## src/rtl/uart_pkg.sv

```systemverilog
// Shared constants for the serial-debug UART receive path: defaults, FSM state codes,
// bit-timer modes and the counter-width helper.
package uart_pkg;

  localparam int DEFAULT_OSR       = 16;
  localparam int DEFAULT_DATA_BITS = 8;

  localparam logic [2:0] ST_IDLE   = 3'd0;
  localparam logic [2:0] ST_START  = 3'd1;
  localparam logic [2:0] ST_DATA   = 3'd2;
  localparam logic [2:0] ST_PARITY = 3'd3;
  localparam logic [2:0] ST_STOP   = 3'd4;

  typedef enum logic {
    MODE_HALF = 1'b0,
    MODE_FULL = 1'b1
  } timer_mode_t;

  // Smallest width w (at least 1) with 2**w >= n.
  function automatic int cnt_width(input int n);
    int w;
    w = 1;
    while ((1 << w) < n) w++;
    return w;
  endfunction

endpackage

```

## src/rtl/uart_bit_timer.sv

```systemverilog
// Oversample-tick counter for the UART receiver. It emits a one-clk 'due' strobe at
// half a bit (start qualification) or at a full bit (data, parity and stop sampling).
module uart_bit_timer
  import uart_pkg::*;
#(
  parameter int OSR = DEFAULT_OSR
) (
  input  logic        clk,
  input  logic        rst,
  input  logic        fr_div,
  input  logic        clear,
  input  timer_mode_t mode,
  output logic        due
);

  localparam int CW = cnt_width(OSR);

  logic          tick;
  logic [CW-1:0] cnt;
  logic [CW-1:0] target;

  assign tick   = ~fr_div;
  assign target = (mode == MODE_HALF) ? CW'(OSR / 2 - 1) : CW'(OSR - 1);
  assign due    = tick && !clear && (cnt == target);

  // Every compare restarts the count, so cnt never wraps.
  always_ff @(posedge clk) begin
    if (rst) begin
      cnt <= '0;
    end else if (tick) begin
      if (clear || (cnt == target)) cnt <= '0;
      else                          cnt <= cnt + 1'b1;
    end
  end

endmodule

```

## src/rtl/uart_rx_ctrl.sv

```systemverilog
// UART receive sequencer: qualifies the start bit, samples data mid-bit, checks the stop bit.
// Define UART_PARITY_EN to add an even-parity bit between the data bits and the stop bit.
module uart_rx_ctrl
  import uart_pkg::*;
#(
  parameter int OSR       = DEFAULT_OSR,
  parameter int DATA_BITS = DEFAULT_DATA_BITS
) (
  input  logic                 clk,
  input  logic                 rst,
  input  logic                 fr_div,
  input  logic                 rxd,
  output logic [DATA_BITS-1:0] rx_data,
  output logic                 vld_rx,
  output logic                 frm_err,
  output logic                 busy,
  output logic                 par_err
);

  localparam int IDX_W = cnt_width(DATA_BITS + 1);
  localparam logic [IDX_W-1:0] LAST_IDX = IDX_W'(DATA_BITS - 1);

  logic                 rxd_meta;
  logic                 rxd_s;
  logic [2:0]           state;
  logic [IDX_W-1:0]     idx;
  logic [DATA_BITS-1:0] shift;
  logic                 armed;
  logic                 tick;
  logic                 due;
  logic                 timer_clear;
  timer_mode_t          timer_mode;

  assign tick        = ~fr_div;
  assign busy        = (state != ST_IDLE);
  assign timer_clear = (state == ST_IDLE);
  assign timer_mode  = (state == ST_START) ? MODE_HALF : MODE_FULL;

  always_ff @(posedge clk) begin
    if (rst) begin
      rxd_meta <= 1'b1;
      rxd_s    <= 1'b1;
    end else begin
      rxd_meta <= rxd;
      rxd_s    <= rxd_meta;
    end
  end

  uart_bit_timer #(
    .OSR (OSR)
  ) u_bit_timer (
    .clk    (clk),
    .rst    (rst),
    .fr_div (fr_div),
    .clear  (timer_clear),
    .mode   (timer_mode),
    .due    (due)
  );

`ifdef UART_PARITY_EN
  logic par_bad;
  logic par_err_q;
  assign par_err = par_err_q;
`else
  assign par_err = 1'b0;
`endif

  // A low stop bit disarms start detection until the line is seen high again,
  // so a break or stuck-low line cannot spawn endless frames.
  always_ff @(posedge clk) begin
    if (rst) begin
      state   <= ST_IDLE;
      idx     <= '0;
      shift   <= '0;
      rx_data <= '0;
      vld_rx  <= 1'b0;
      frm_err <= 1'b0;
      armed   <= 1'b0;
`ifdef UART_PARITY_EN
      par_bad   <= 1'b0;
      par_err_q <= 1'b0;
`endif
    end else begin
      vld_rx  <= 1'b0;
      frm_err <= 1'b0;
`ifdef UART_PARITY_EN
      par_err_q <= 1'b0;
`endif
      if (tick) begin
        if (rxd_s) armed <= 1'b1;
        case (state)
          ST_IDLE: begin
            if (armed && !rxd_s) state <= ST_START;
          end
          ST_START: begin
            if (rxd_s) begin
              state <= ST_IDLE;
            end else if (due) begin
              state <= ST_DATA;
              idx   <= '0;
            end
          end
          ST_DATA: begin
            if (due) begin
              shift <= {rxd_s, shift[DATA_BITS-1:1]};
              idx   <= idx + 1'b1;
              if (idx == LAST_IDX) begin
`ifdef UART_PARITY_EN
                state <= ST_PARITY;
`else
                state <= ST_STOP;
`endif
              end
            end
          end
`ifdef UART_PARITY_EN
          ST_PARITY: begin
            if (due) begin
              par_bad <= (^shift) ^ rxd_s;
              state   <= ST_STOP;
            end
          end
`endif
          ST_STOP: begin
            if (due) begin
              if (rxd_s) begin
                rx_data <= shift;
                vld_rx  <= 1'b1;
              end else begin
                frm_err <= 1'b1;
                armed   <= 1'b0;
              end
`ifdef UART_PARITY_EN
              par_err_q <= par_bad;
`endif
              state <= ST_IDLE;
            end
          end
          default: state <= ST_IDLE;
        endcase
      end
    end
  end

endmodule
```

## config.mk

```make
export PLATFORM = sky130hd
export DESIGN_NAME = uart_rx_ctrl
export DESIGN_NICKNAME = d
export VERILOG_FILES = /design/src/rtl/uart_pkg.sv /design/src/rtl/uart_bit_timer.sv /design/src/rtl/uart_rx_ctrl.sv
export SDC_FILE = /design/constraint.sdc
export NUM_CORES = 1
export LEC_CHECK = 0
export ABC_AREA = 1
export CORE_MARGIN = 4
export CORE_UTILIZATION = 32
export CTS_CLUSTER_SIZE = 40
export DETAILED_ROUTE_END_ITERATION = 8
export PLACE_DENSITY = 0.56
export SYNTH_ARGS = -nofsm -noshare
export SYNTH_HDL_FRONTEND = slang
export SYNTH_SLANG_ARGS = --single-unit
```

## constraint.sdc

```tcl
create_clock -name clk -period 1.43 [get_ports clk]
set_clock_uncertainty 0.05 [all_clocks]
set_input_delay 0.286 -clock clk [delete_from_list [all_inputs] [get_ports clk]]
set_output_delay 0.286 -clock clk [all_outputs]
set_load 0.02 [all_outputs]
```

======== Word level (Yosys, flattened, before mapping) ========
Cells that the tools add are included.
cells by class
  add/sub/neg operators ................... 2
  multipliers ............................. 0
  div/mod/pow operators ................... 0
  order comparisons ....................... 0
  equal/unequal tests ..................... 12
  shifts and indexed selects .............. 0
  muxes and demuxes ....................... 19
  bitwise logic cells ..................... 3
  reductions and logical operators ........ 14
operators by type and width
  kind                                           number
  2-to-1 mux 4 bit                               5
  2-to-1 mux 3 bit                               6
  != test 2 bit, second input constant           6
  one-hot mux 3 bit (4 select lines)             1
  adder 4 x 1 -> 4 bit, second input constant    2
  one-hot mux 4 bit (2 select lines)             1
  2-to-1 mux 1 bit                               6
  AND reduction 6 bit                            1
  AND reduction 5 bit                            1
  == test 4 x 3 -> 1 bit, second input constant  1
  == test 4 bit                                  1
  AND reduction 4 bit                            1
  OR reduction 4 bit                             1
  == test 3 x 1 -> 1 bit, second input constant  1
  == test 3 x 2 -> 1 bit, second input constant  1
  == test 3 bit, second input constant           1
  logical AND 1 bit                              3
  zero test 3 bit                                1
  != test 3 bit, second input constant           1
  inverter 1 bit                                 3
  AND reduction 3 bit                            1
  nonzero test 3 bit                             1
  zero test 1 bit                                2
  nonzero test 2 bit                             1
  logical OR 1 bit                               1
storage, ports and cells
  register bits after elaboration ......... 32
  bits in latches ......................... 0
  memory bits (writable) .................. 0
  ROM bits ................................ 0
  bits of input ports ..................... 4
  output and inout bits ................... 12
  word-level logic and storage cells ...... 60
  memories kept ........................... 0

======== Logic depth before layout (Yosys ltp) ========
  depth in word-level cells ............... 7
  mapped depth ............................ 10
  mapped depth without buffers ............ 10

======== Hierarchy ========
Synthesis repeated with hierarchy kept, for this count alone.
second synthesis, totals
  cell total of the unflattened synthesis .. 186
  area total of the unflattened synthesis .. 1420.1 sq um
by module, submodules not included
  module          times used  cells an instance  area an instance (sq um)  seq. area each (sq um)
  uart_rx_ctrl    1           151                1192.4                    560.5
  uart_bit_timer  1           35                 227.7                     80.1

======== Worst setup path before layout ========
OpenSTA, ideal clock, no wires.
  kind .................................... reg2reg
  start point ............................. register u_bit_timer.cnt[1]
  end point ............................... register rx_data[1]
  library setup time ...................... 0.113 ns
  arrival ................................. 1.276 ns
  data required time ...................... 1.267 ns
  setup slack ............................. -0.009 ns
  stages on the path, launching flop included .. 10
  path buffers ............................ 1
  clock period less this slack ............ 1.439 ns
  cells stage by stage .................... dfxtp_1 > ha_1 > nand2_1 > inv_1 > nand3_4 > nor2_8 > nand3_4 > buf_6 > nor2_1 > nor2_1
between the ends
  longest elaborated chain between the ends .. 3
RTL lines
  what                                  RTL line              source
  start, declared                       uart_bit_timer.sv:19  logic [CW-1:0] cnt;
  start signal, assigned                uart_bit_timer.sv:32  else cnt <= cnt + 1'b1;
  == test 4 bit                         uart_bit_timer.sv:24  assign due = tick && !clear && (cnt == target);
  logical AND 1 bit                     uart_bit_timer.sv:24
  AND reduction 4 bit (no source line)  n/a
  end signal, assigned                  uart_rx_ctrl.sv:127   rx_data <= shift;
  end, declared                         uart_rx_ctrl.sv:13    output logic [DATA_BITS-1:0] rx_data,
No other way between the ends.
A chain may end at the register's enable or synchronous reset.

======== Worst setup path in the final report ========
  start point ............................. register state[1]
  end point ............................... register rx_data[3]
between the ends
  longest elaborated chain between the ends .. 5
  elaborated cells between the ends (all ways) .. 9
  classes of those cells .................. eq/ne (3); mux (1); reduce/logical (5)
RTL lines
  what                                                       RTL line                                    source
  start, declared                                            uart_rx_ctrl.sv:25                          logic [2:0] state;
  start signal, assigned                                     uart_rx_ctrl.sv:72                          state <= ST_IDLE;
  start signal, assigned                                     uart_rx_ctrl.sv:93                          if (armed && !rxd_s) state <= ST_START;
  start signal, assigned                                     uart_rx_ctrl.sv:97                          state <= ST_IDLE;
  == test 3 x 1 -> 1 bit or zero test 3 bit (tied branches)  uart_rx_ctrl.sv:37, uart_rx_ctrl.sv:36
  2-to-1 mux 4 bit or zero test 1 bit (tied branches)        uart_bit_timer.sv:23, uart_bit_timer.sv:24
  == test 4 bit or logical AND 1 bit (tied branches)         uart_bit_timer.sv:24
  logical AND 1 bit                                          uart_bit_timer.sv:24
  AND reduction 4 bit (no source line) *                     n/a
Every way passes the cells marked *; elsewhere a longest branch is shown, timed or not.

==> flow_summary_export.csv <==
group,metric,value,unit
outcome,outcome,"finished, violations left",
outcome,failed_checks,"negative setup slack",
clock_network,clk_pin_slew_worst_paths,60,ps
timing,report.final.hold_viol_count,0,
critical_path,crit_type,"flip-flop to flip-flop",
logic_synthesis,synth-seq-cells,32,
critical_path,cp.arrival,1610,ps
logic_synthesis,ys_seq_area_share,44.6,%
detailed_routing,drc,0,
detailed_routing,drt-initial-drc-count,134,
critical_path,startpoint_type,"flip-flop",
power_and_ir_drop,clock_power_share,32.1,%
logic_synthesis,syn_nets,205,
timing,drv_slew,0,
layout,nets,251,
timing,finalSetupTns,-278,ps
clock_network,clock_tree.root_cell,"clkbuf_8",
timing,period_share,103,%
clock_network,numClockSinks,32,
die,placementRows,24,
detailed_routing,routed-via-count,1372,
clock_network,htreeDepth,2,
global_routing,gr-total-overflow,0,
global_routing,grt_pass1_wl,5.55,mm
clock_network,ctsHoldBuffers,0,
power_and_ir_drop,cellLeakagePower,1.01,nW
place,dpl.hpwl,2.19,mm
logic_synthesis,syn_inst,199,
detailed_routing,vias_per_cell,4.60,
power_and_ir_drop,seqPwrFrac,36.8,%
power_and_ir_drop,internal-power,1.83,mW
detailed_routing,dr.pass1.iters,4,
die,dieArea,0.00562,mm²
critical_path,r2r_slack,-50,ps
layout,diodes,0,
power_and_ir_drop,swShare,30.6,%
layout,mostFrequentLayoutCells,"nand2_1 (43), dfxtp_1 (28), nor2_1 (23), buf_4 (23), inv_1 (19)",
detailed_routing,ant_nets,0,
global_routing,grt_max_degree,13,
clock_network,numCtsBuffers,5,
die,coreArea,0.00435,mm²
clock_network,clk_latency,290,ps
logic_synthesis,synth_area_per_cell,7.22,µm²
layout,nFillCells,429,
place,port-buffer-count,14,
power_and_ir_drop,p_switching,0.805,mW
critical_path,cp_slowest_cell,"dfxtp_2",
die,die_x,75.0,µm
critical_path,path_cells,"nor2_4 -> nand2_2 -> nand2_2 -> nand3_4 -> nor2_8 -> nand3_4 -> nor2_1 -> nor2_1",
die,start_util,33.0,%
die,die_h,75.0,µm
layout,multi_input_area,832,µm²
critical_path,cp-end-kind,"flip-flop",
timing,fin_hold_ws,362,ps
power_and_ir_drop,p_per_area,1240,mW/mm²
detailed_routing,routedWlPerCell,11.3,µm
timing,setup_violations,14,
power_and_ir_drop,ir_drop,423,µV
critical_path,max_stage_delay,330,ps
hold_path,hold_path_class,"flip-flop to flip-flop",
layout,final_common_cell,"nand2_1",
layout,synthToLayoutAreaGrowth,47.2,%
power_and_ir_drop,p_comb_share,31.0,%
critical_path,required,1560,ps
clock_network,clk_path_buf_depth,2,
detailed_routing,wl,3.36,mm
global_routing,grt_use_total,12.9,%
logic_synthesis,syn_area,0.00144,mm²
logic_synthesis,synth.distinct_cells,26,
timing,fmax,0.677,GHz
job,max-cap-violations,0,
global_routing,grt_pass1_vias,1247,
layout,register_area,646,µm²
die,io_pins,16,
logic_synthesis,yosys_warnings,0,
timing,min_period,1480,ps
layout,layout-drive-gt1-share,36.6,%
critical_path,path_max_fanout,8,
timing,setup_slack,-47.7,ps
clock_network,cts_tree,"built",
global_routing,antenna_found_initial,0,
place,place.gp.congestion,0.787,
timing,rsz0062_at_grt,"yes",
cell families (layout without fill, tap and decap cells):
kind of cell / after synthesis / after routing / synth area share [%]
compound gates: 21 / 21 / 7.67
xor+xnor: 2 / 2 / 1.22
fa+ha+maj: 2 / 2 / 1.74
buf+inv: 31 / 75 / 9.23
flops: 32 / 32 / 44.6
other cells: 1 / 1 / 0.261
simple gates: 110 / 113 / 35.3
per-layer routing:
| metal | vias to the layer above | global-route usage (%) | wire, µm |
|---|---|---|---|
| met4 | 0 | 5.34 | 67 |
| met1 | 627 | 16.7 | 1580 |
| met2 | 22 | 19.9 | 1590 |
| met3 | 5 | 4.01 | 126 |
| met5 | - | 0 | 0 |
| li1 | 718 | - | - |
path summary, 6_finish.rpt:
check | start | endpoint | cells past startpoint
min | rxd_meta | rxd_s | 1
min reg2reg | rxd_meta | rxd_s | 1
max | state[1] | rx_data[3] | 8
max reg2reg | state[1] | rx_data[3] | 8
critical path, delay by kind of cell, from the launching register on:
| family | cells | cell delay, ps |
|---|---|---|
| and+or+nand+nor | 8 | 990 |
| DFF | 1 | 330 |
cells in the mapped netlist:
cell type  count  area [µm²]
nor2_8         1        20.0
a21oi_1       17        85.1
clkbuf_1       3        11.3
nor2_4         1        11.3
nand2_2        1        6.26
a31oi_1        1        6.26
buf_2          1        5.00
o21ai_0        2        10.0
or2_2          2        12.5
nand4_1        3        18.8
ha_1           2        25.0
nand3b_1       1        7.51
nand3_1       17        85.1
buf_4          2        15.0
xor2_1         2        17.5
dfxtp_1       32         641
nor3_1         2        10.0
nand3_4        2        35.0
a21oi_2        1        8.76
nor2_1        28         105
clkinv_1       1        3.75
buf_6          1        11.3
inv_2          3        11.3
conb_1         1        3.75
inv_1         20        75.1
nand2_1       52         195
flip-flops by register name (all words and copies together) (netlist names), 3 cells and up:
name and flops:
idx 4, rx_data 8, shift 8, state 3, u_bit_timer.cnt 4
power groups by stage:
stage          combinational, mW  clock (mW)  sequential (mW)
6_report                   0.816       0.846            0.969
4_1_cts                    0.777       0.864            0.968
3_3_place_gp               0.706           0            0.981
3_5_place_dp               0.700           0            0.983
2_1_floorplan              0.355           0            0.983
5_1_grt                    0.897       0.906            0.975
final cells by class:
cell class | instances | share of cell area, %
inverter | 24 | 4.38
sequential | 32 | 30.5
tap | 52 | 3.08
multi-input combinational | 139 | 39.3
timing repair buffer | 43 | 17.6
clock inverter | 2 | 1.66
clock buffer | 6 | 3.43
through the flow:
step	worst slack, ps	instances	util, %	total power, mW	cell area [µm²]
3_3_place_gp	-259	285	41.7	1.69	1810
6_report	-47.7	298	48.6	2.63	2110
4_1_cts	-63.7	297	46.1	2.61	2010
2_1_floorplan	14.4	199	-	1.34	1440
5_1_grt	-159	298	48.6	2.78	2110
3_5_place_dp	-284	285	41.7	1.68	1810
timing repair:
action	in CTS	in global routing
cloned	3	0
gates resized for setup	29	32
setup endpoints to repair	31	26
setup buffers	1	1
pin swaps	10	10
Note: power is estimated with default switching activity, not from simulation.
